**src/rtl/mic_adc_reader_pkg.sv**
```systemverilog
// Shared constants and state encoding for the microphone ADC reader.
// The volume/peak logic imports MIC_SAMPLE_W from here as well.
package mic_pkg;

    localparam int MIC_FRAME_BITS = 16;
    localparam int MIC_LEAD_BITS  = 4;
    localparam int MIC_SAMPLE_W   = 12;

    typedef enum logic [1:0] {
        IDLE  = 2'd0,
        SETUP = 2'd1,
        SHIFT = 2'd2,
        DONE  = 2'd3
    } mic_state_e;

endpackage

```
**src/rtl/mic_adc_reader_if.sv**
```systemverilog
// ADC pin side plus the sample stream handed to the volume logic.
// master = the reader, slave = the board/ADC and sample consumer side.
interface mic_adc_if;
    import mic_pkg::*;

    logic                    enable;
    logic                    miso;
    logic                    sclk;
    logic                    cs_n;
    logic [MIC_SAMPLE_W-1:0] sample;
    logic                    sample_valid;
    logic                    lead_err;

    modport master (
        input  enable, miso,
        output sclk, cs_n, sample, sample_valid, lead_err
    );

    modport slave (
        output enable, miso,
        input  sclk, cs_n, sample, sample_valid, lead_err
    );

endinterface

```
**src/rtl/mic_adc_reader.sv**
```systemverilog
// Serial reader for an ADCS7476-style ADC: one 16-bit frame per sample
// period, 12-bit result published with a single-cycle valid strobe.
module mic_adc_reader
    import mic_pkg::*;
#(
    parameter int CLK_DIV       = 50,
    parameter int SAMPLE_PERIOD = 5000
) (
    input  logic      clk,
    input  logic      rst_n,
    mic_adc_if.master bus
);

    // Reject parameter sets that cannot fit a whole frame in one period.
    if (CLK_DIV < 2 || CLK_DIV > 255 || SAMPLE_PERIOD < 33 * CLK_DIV + 2) begin : g_bad_params
        $error("mic_adc_reader: illegal CLK_DIV/SAMPLE_PERIOD");
    end

    localparam int PW = $clog2(SAMPLE_PERIOD);

    mic_state_e                state_q;
    logic [PW-1:0]             per_q, per_d;
    logic [7:0]                div_q;
    logic [3:0]                bit_q;
    logic [MIC_FRAME_BITS-1:0] shift_q;
    logic                      sclk_q, cs_n_q, valid_q, lead_err_q;
    logic [MIC_SAMPLE_W-1:0]   sample_q;

    // Period counter: parked at 0 while disabled so re-enable starts a frame at once.
    always_comb begin
        per_d = '0;
        if (bus.enable && per_q != PW'(SAMPLE_PERIOD - 1))
            per_d = per_q + 1'b1;
    end

    // Period counter register.
    always_ff @(posedge clk or negedge rst_n) begin
        if (!rst_n) per_q <= '0;
        else        per_q <= per_d;
    end

    // Frame FSM: chip select, sclk divider, bit counter, capture and publish.
    always_ff @(posedge clk or negedge rst_n) begin
        if (!rst_n) begin
            state_q    <= IDLE;
            div_q      <= '0;
            bit_q      <= '0;
            shift_q    <= '0;
            sclk_q     <= 1'b1;
            cs_n_q     <= 1'b1;
            valid_q    <= 1'b0;
            lead_err_q <= 1'b0;
            sample_q   <= '0;
        end else begin
            valid_q <= 1'b0;
            case (state_q)
                IDLE: begin
                    sclk_q <= 1'b1;
                    cs_n_q <= 1'b1;
                    if (bus.enable && per_q == '0) begin
                        state_q <= SETUP;
                        cs_n_q  <= 1'b0;
                        div_q   <= '0;
                    end
                end
                SETUP: begin
                    // sclk held high for one half-period to meet ADC setup time.
                    if (div_q == 8'(CLK_DIV - 1)) begin
                        div_q   <= '0;
                        bit_q   <= '0;
                        sclk_q  <= 1'b0;
                        state_q <= SHIFT;
                    end else begin
                        div_q <= div_q + 1'b1;
                    end
                end
                SHIFT: begin
                    if (div_q == 8'(CLK_DIV - 1)) begin
                        div_q <= '0;
                        if (!sclk_q) begin
                            // Rising sclk: miso has had a full low phase to settle.
                            sclk_q  <= 1'b1;
                            shift_q <= {shift_q[MIC_FRAME_BITS-2:0], bus.miso};
                        end else if (bit_q == 4'(MIC_FRAME_BITS - 1)) begin
                            cs_n_q  <= 1'b1;
                            state_q <= DONE;
                        end else begin
                            sclk_q <= 1'b0;
                            bit_q  <= bit_q + 1'b1;
                        end
                    end else begin
                        div_q <= div_q + 1'b1;
                    end
                end
                DONE: begin
                    sample_q   <= shift_q[MIC_SAMPLE_W-1:0];
                    lead_err_q <= |shift_q[MIC_FRAME_BITS-1:MIC_SAMPLE_W];
                    valid_q    <= 1'b1;
                    state_q    <= IDLE;
                end
                default: state_q <= IDLE;
            endcase
        end
    end

    assign bus.sclk         = sclk_q;
    assign bus.cs_n         = cs_n_q;
    assign bus.sample       = sample_q;
    assign bus.sample_valid = valid_q;
    assign bus.lead_err     = lead_err_q;

endmodule

```
**src/flat_wrapper.sv**
```systemverilog
// flat-port wrapper written by rule: the top's interface ports become plain ports
module mic_adc_reader_flat import mic_pkg::*;
#(
    parameter int CLK_DIV       = 50,
    parameter int SAMPLE_PERIOD = 5000
)
  (clk, rst_n, bus_enable, bus_miso, bus_sclk, bus_cs_n, bus_sample, bus_sample_valid, bus_lead_err);
  mic_adc_if bus_i ();
  input  logic clk;
  input  logic rst_n;
  input wire logic [$bits(bus_i.enable)-1:0] bus_enable;
  input wire logic [$bits(bus_i.miso)-1:0] bus_miso;
  output wire logic [$bits(bus_i.sclk)-1:0] bus_sclk;
  output wire logic [$bits(bus_i.cs_n)-1:0] bus_cs_n;
  output wire logic [$bits(bus_i.sample)-1:0] bus_sample;
  output wire logic [$bits(bus_i.sample_valid)-1:0] bus_sample_valid;
  output wire logic [$bits(bus_i.lead_err)-1:0] bus_lead_err;
  assign bus_i.enable = bus_enable;
  assign bus_i.miso = bus_miso;
  assign bus_sclk = bus_i.sclk;
  assign bus_cs_n = bus_i.cs_n;
  assign bus_sample = bus_i.sample;
  assign bus_sample_valid = bus_i.sample_valid;
  assign bus_lead_err = bus_i.lead_err;
  mic_adc_reader #(.CLK_DIV(CLK_DIV), .SAMPLE_PERIOD(SAMPLE_PERIOD)) u_core (.clk(clk), .rst_n(rst_n), .bus(bus_i));
endmodule
```
**config.mk**
```make
export PLATFORM = sky130hd
export DESIGN_NAME = mic_adc_reader_flat
export DESIGN_NICKNAME = d
export VERILOG_FILES = /design/src/rtl/mic_adc_reader_pkg.sv /design/src/rtl/mic_adc_reader_if.sv /design/src/rtl/mic_adc_reader.sv /design/src/flat_wrapper.sv
export SDC_FILE = /design/constraint.sdc
export NUM_CORES = 1
export LEC_CHECK = 0
export CORE_MARGIN = 1.5
export CORE_UTILIZATION = 52
export CTS_CLUSTER_SIZE = 16
export DETAILED_ROUTE_END_ITERATION = 6
export GPL_ROUTABILITY_DRIVEN = 0
export HOLD_SLACK_MARGIN = 0.06
export PLACE_DENSITY = 0.81
export SLEW_MARGIN = 20
export SYNTH_ARGS = -nofsm -noshare
export SYNTH_HDL_FRONTEND = slang
export SYNTH_SLANG_ARGS = --single-unit
```
**constraint.sdc**
```tcl
create_clock -name clk -period 2.33 [get_ports clk]
set_input_delay 0.5825 -clock clk [delete_from_list [all_inputs] [get_ports clk]]
set_output_delay 0.5825 -clock clk [all_outputs]
set_load 0.01 [all_outputs]
```
== Word-level counts from Yosys, hierarchy flattened ==
Index checks and enable logic that the tools add are counted.

* Add/subtract/negate cells: 3
* Multiply operators: 0
* Div/mod/pow operators: 0
* Magnitude comparators: 0
* Equal/unequal tests: 12
* Shift operators: 0
* Muxes and demuxes: 26
* Bitwise operators: 1
* Reduce and logical (&&, ||, !) cells: 16

{| class="wikitable"
|+ Operators by type and width
! cell !! count
|-
| two-way mux 4 bit || 4
|-
| two-way mux 8 bit || 2
|-
| one-hot mux 8 bit (2 select lines) || 1
|-
| adder 13 x 1 -> 13 bit, second input constant || 1
|-
| zero test 13 bit || 1
|-
| two-way mux 13 bit || 1
|-
| != test 13 bit, second input constant || 1
|-
| two-way mux 2 bit || 5
|-
| != test 2 x 1 -> 1 bit, second input constant || 5
|-
| AND reduction 5 bit || 2
|-
| two-way mux 1 bit || 9
|-
| adder 8 x 1 -> 8 bit, second input constant || 1
|-
| == test 8 x 6 -> 1 bit, second input constant || 1
|-
| one-hot mux 2 bit (4 select lines) || 1
|-
| one-hot mux 4 bit (2 select lines) || 1
|-
| AND reduction 3 bit || 2
|-
| nonzero test 2 bit || 3
|-
| adder 4 x 1 -> 4 bit, second input constant || 1
|-
| == test 2 bit, second input constant || 2
|-
| == test 4 bit, second input constant || 1
|-
| AND reduction 4 bit || 1
|-
| OR reduction 4 bit || 1
|-
| one-hot mux 1 bit (3 select lines) || 1
|-
| nonzero test 3 bit || 1
|-
| other kinds (8) || 9
|}

* Bits in registers: 59
* Bits in latches: 0
* Memory bits (writable): 0
* ROM bits: 0
* Bits of input ports: 4
* Output and inout port bits: 16
* Logic and storage cells: 68
* Memories kept: 0

== Depth between registers and ports, before layout ==
* Word-level depth: 5
* Mapped depth: 9
* Depth with buffers taken out: 6

== Worst setup path before layout ==
Ideal clock, no wire load.

* Kind: register -> register
* Start: reg u_core.div_q[1]
* End: reg u_core.shift_q[10]
* Library setup time: 125 ps
* Arrival time: 2345 ps
* Required time: 2205 ps
* Setup slack: -140 ps
* Stages on the path, launching flop included: 10
* Path buffers: 3
* Clock period less this slack: 2470 ps
* Cell sequence: dfrtp_1 > inv_1 > ha_1 > or4b_4 > or3_1 > buf_2 > or3_1 > buf_6 > buf_12 > mux2_4

* Cells in the longest elaborated chain, start to end: 2

{| class="wikitable"
|+ Ends and longest elaborated chain
! item !! line !! source
|-
| start, declared || mic_adc_reader.sv:23 || <nowiki>logic [7:0] div_q;</nowiki>
|-
| start signal, assigned || mic_adc_reader.sv:74 || <nowiki>div_q <= div_q + 1'b1;</nowiki>
|-
| start signal, assigned || mic_adc_reader.sv:92 || <nowiki>div_q <= div_q + 1'b1;</nowiki>
|-
| == test 8 x 6 -> 1 bit || mic_adc_reader.sv:78 || <nowiki>if (div_q == 8'(CLK_DIV - 1)) begin</nowiki>
|-
| AND reduction 3 bit (no line) || - ||
|-
| end signal, assigned || mic_adc_reader.sv:83 || <nowiki>shift_q <= {shift_q[MIC_FRAME_BITS-2:0], bus.miso};</nowiki>
|-
| end, declared || mic_adc_reader.sv:25 || <nowiki>logic [MIC_FRAME_BITS-1:0] shift_q;</nowiki>
|}

No other way between the ends.
A chain may end at the register's enable or synchronous reset.

== Worst setup path in the final report ==
* Start: reg u_core.div_q[1]
* End: reg u_core.shift_q[7]

Same word-level chain as after synthesis.

==> impl_metrics.json <==
{
  "status": "complete, but fails checks",
  "violations": "negative setup slack",
  "htree_levels": 3,
  "ys_seq_elements": 59,
  "cts_resized": 2,
  "dp_cells": 343,
  "postCtsHoldBufs": 0,
  "groute.usage.overall_pct": 20.7,
  "synth-edff-count": 0,
  "die_x_um": 76.8,
  "cts.sinks": 59,
  "worstHoldPathType": "in -> async",
  "synth_area_leaders": "dfrtp_1 (50%), mux2_2 (8.0%), mux2_4 (5.3%)",
  "reg2reg_slack_ns": -0.008,
  "layout_commonest_cell": "dfrtp_1",
  "vias_per_cell": 5.59,
  "cts_max_path_buffers": 2,
  "maxCapViolCount": 0,
  "met2_usage_pct": 33.3,
  "cts_setup_buffers": 0,
  "avgSynthCellArea_um2": 11.7,
  "clkTransAtPathRegs_ns": 0.06,
  "fp-row-count": 26,
  "startpoint": "u_core.div_q[1]",
  "max_slew_margin_pct": 59.6,
  "port_buffers": 19,
  "syn_area_um2": 2830,
  "required_ns": 2.55,
  "layout_common_cells": "dfrtp_1 (57), nor2_1 (23), mux2_2 (20), buf_4 (20), clkdlybuf4s50_1 (18)",
  "ant_nets": 0,
  "start_kind": "flop",
  "max-vdd-ir-drop_v": 0.000389,
  "final.setup.tns_ns": -0.0377,
  "layout-drive-gt1-share_pct": 26.4,
  "clk_latency_ns": 0.34,
  "critPathCapture": "u_core.shift_q[7]",
  "multiInputGateArea_um2": 1260,
  "final_core_util_pct": 67.0,
  "ys.flop_type": "dfrtp_1",
  "vias": 2002,
  "max_freq_ghz": 0.428,
  "n_antenna_cell": 0,
  "fin_cells": 358,
  "hold_violations": 0,
  "reg2reg_depth": 7,
  "cts_tree": "done",
  "finalCritPeriodShare_pct": 100,
  "worst_slack_ns": -0.00799,
  "cpPeakStageDelay_ns": 0.46,
  "reg2reg_from": "u_core.div_q[1]",
  "grtUsageMet1_pct": 26.0,
  "initial_utilization_pct": 54.8,
  "grt_overflow_total": 0,
  "synth.top_cell.area_share_pct": 50.4,
  "period_minus_slack_ns": 2.34,
  "async_flop_share_pct": 100,
  "cts_root_buf": "clkbuf_8",
  "path_class": "reg -> reg",
  "synthCells": 242,
  "skew_ns": 0.00778,
  "antenna_found_initial": 0,
  "path_buf_inv": 2,
  "grt_pass1_vias": 2009,
  "area_delta_synth_final_pct": 22.3,
  "path_max_fanout": 16,
  "drt_iter0_markers": 141,
  "endpoint_kind": "flop",
  "finalSetupViolCount": 8,
  "crit_family": "simple AND/OR/NAND/NOR gates",
  "io_pins": 20,
  "fin_nets": 298,
  "arrival_ns": 2.55,
  "wl_per_cell_um": 15.4,
  "n_fill_cell": 387,
  "synth_top_cell_by_area": "dfrtp_1",
  "grt_pass1_wl_mm": 9.52,
  "yosysUniqueCellTypes": 44,
  "cts_buffers": 9,
  "synth_nets": 256,
  "dp_hpwl_mm": 3.65,
  "r2r_end": "u_core.shift_q[7]",
  "cp_common_cell": "or3_4",
  "cp_slowest_cell": "or4b_4",
  "route.detailed.drc": 0,
  "core_region_area_um2": 5170,
  "die_y_um": 76.8,
  "die-area_um2": 5900,
  "power_density_nw_per_um2": 608,
  "worstPathCellList": "inv_1, ha_1, or4b_4, or3_4, or3_4, buf_12, mux2_4",
  "use_met3_pct": 4.17,
  "ff_latch_area_um2": 1480,
  "grt_max_degree": 22,
  "whs_ns": 0.199,
  "busiest_layer": "met2",
  "worstMarginPinSlew_ns": 0.601,
  "cp_num_cells": 7,
  "wl_mm": 5.51,
  "drv_slew": 0,
  "firstDrtPassIters": 4,
  "rsz0062_at_grt": "true",
  "leakagePower_uw": 0.00164,
  "yosysSeqAreaShare_pct": 52.2,
  "synth_warnings": 0
}
flip-flops by register name, indices dropped and copies added (netlist names):
register / count
u_core.bus.cs_n: 1
u_core.shift_q: 16
u_core.div_q: 8
u_core.bus.sample_valid: 1
u_core.bus.sample: 12
u_core.per_q: 13
u_core.bus.lead_err: 1
u_core.bit_q: 4
u_core.bus.sclk: 1
u_core.state_q: 2
worst register-to-register path: cells and delay by family (launching register included):
kind | cells | cell delay, ns
buf+inv | 2 | 0.24
simple gates | 3 | 1.17
flops | 1 | 0.38
fa+ha+maj | 1 | 0.14
mux | 1 | 0.30
cells in the mapped netlist, types with 2 or more instances:
library cell	count
ha_1	10
and3_1	3
or3_1	2
o31ai_1	3
and2_1	3
clkbuf_1	7
nor2_1	23
mux2_2	20
nand2_1	9
a221o_1	2
a21oi_1	4
xor2_1	3
nand3_1	8
mux2_4	10
o22ai_1	6
nor2b_1	3
inv_1	11
xnor2_1	8
nor4_1	4
nor3_1	9
a22o_1	7
o21ai_0	3
nand4_1	6
dfrtp_1	57
dfstp_2	2
where the power goes:
| group | internal [uW] | switching [uW] |
|---|---|---|
| clock network | 621 | 393 |
| registers | 1030 | 5.44 |
| logic | 22.5 | 34.4 |
| total | 1670 | 433 |
worst min path at each step:
| stage | depth (start not counted) | start | to |
|---|---|---|---|
| after CTS | 1 | rst_n | u_core.bus.sample[11] |
| final | 1 | rst_n | u_core.bus.sample[8] |
| after detailed placement | 1 | u_core.per_q[0] | u_core.per_q[0] |
| after floorplan | 0 | rst_n | u_core.bit_q[0] |
| after global placement | 1 | u_core.per_q[0] | u_core.per_q[0] |
| after global routing | 1 | rst_n | u_core.bus.sample[9] |
routing by layer:
metal | vias to the layer above | wire, um
li1 | 953 | -
met1 | 1000 | 2500
met2 | 41 | 2750
met3 | 8 | 162
met4 | 0 | 105
met5 | - | 0
cell type report:
| type | count | share of cell area (%) |
|---|---|---|
| flip-flops and latches | 59 | 42.7 |
| clock inverters | 5 | 2.24 |
| repair buffers | 41 | 10.8 |
| clock buffers | 10 | 3.97 |
| multi-input cells | 162 | 36.5 |
| well taps | 70 | 2.53 |
| inverters | 11 | 1.19 |
kinds of logic (layout without fill, tap and decap cells):
group | after synthesis | in the layout | share of synthesized area [%]
AO/OA/AOI/OAI | 32 | 32 | 8.35
XOR/XNOR | 11 | 11 | 3.40
adder cells (fa/ha/maj) | 10 | 10 | 4.42
buffers and inverters | 21 | 67 | 3.67
flip-flops | 59 | 59 | 52.2
multiplexers | 31 | 31 | 13.6
AND/OR/NAND/NOR | 78 | 78 | 14.4
stage by stage:
step / setup slack, ns / area (um^2) / power, uW
global placement: -0.183 / 3230 / 1110
global route: -0.0815 / 3460 / 2180
floorplan: -0.140 / 2830 / 1070
CTS: -0.0162 / 3460 / 2130
finish: -0.00799 / 3460 / 2110
detailed placement: -0.211 / 3230 / 1110
(Power assumes the default switching activity.)
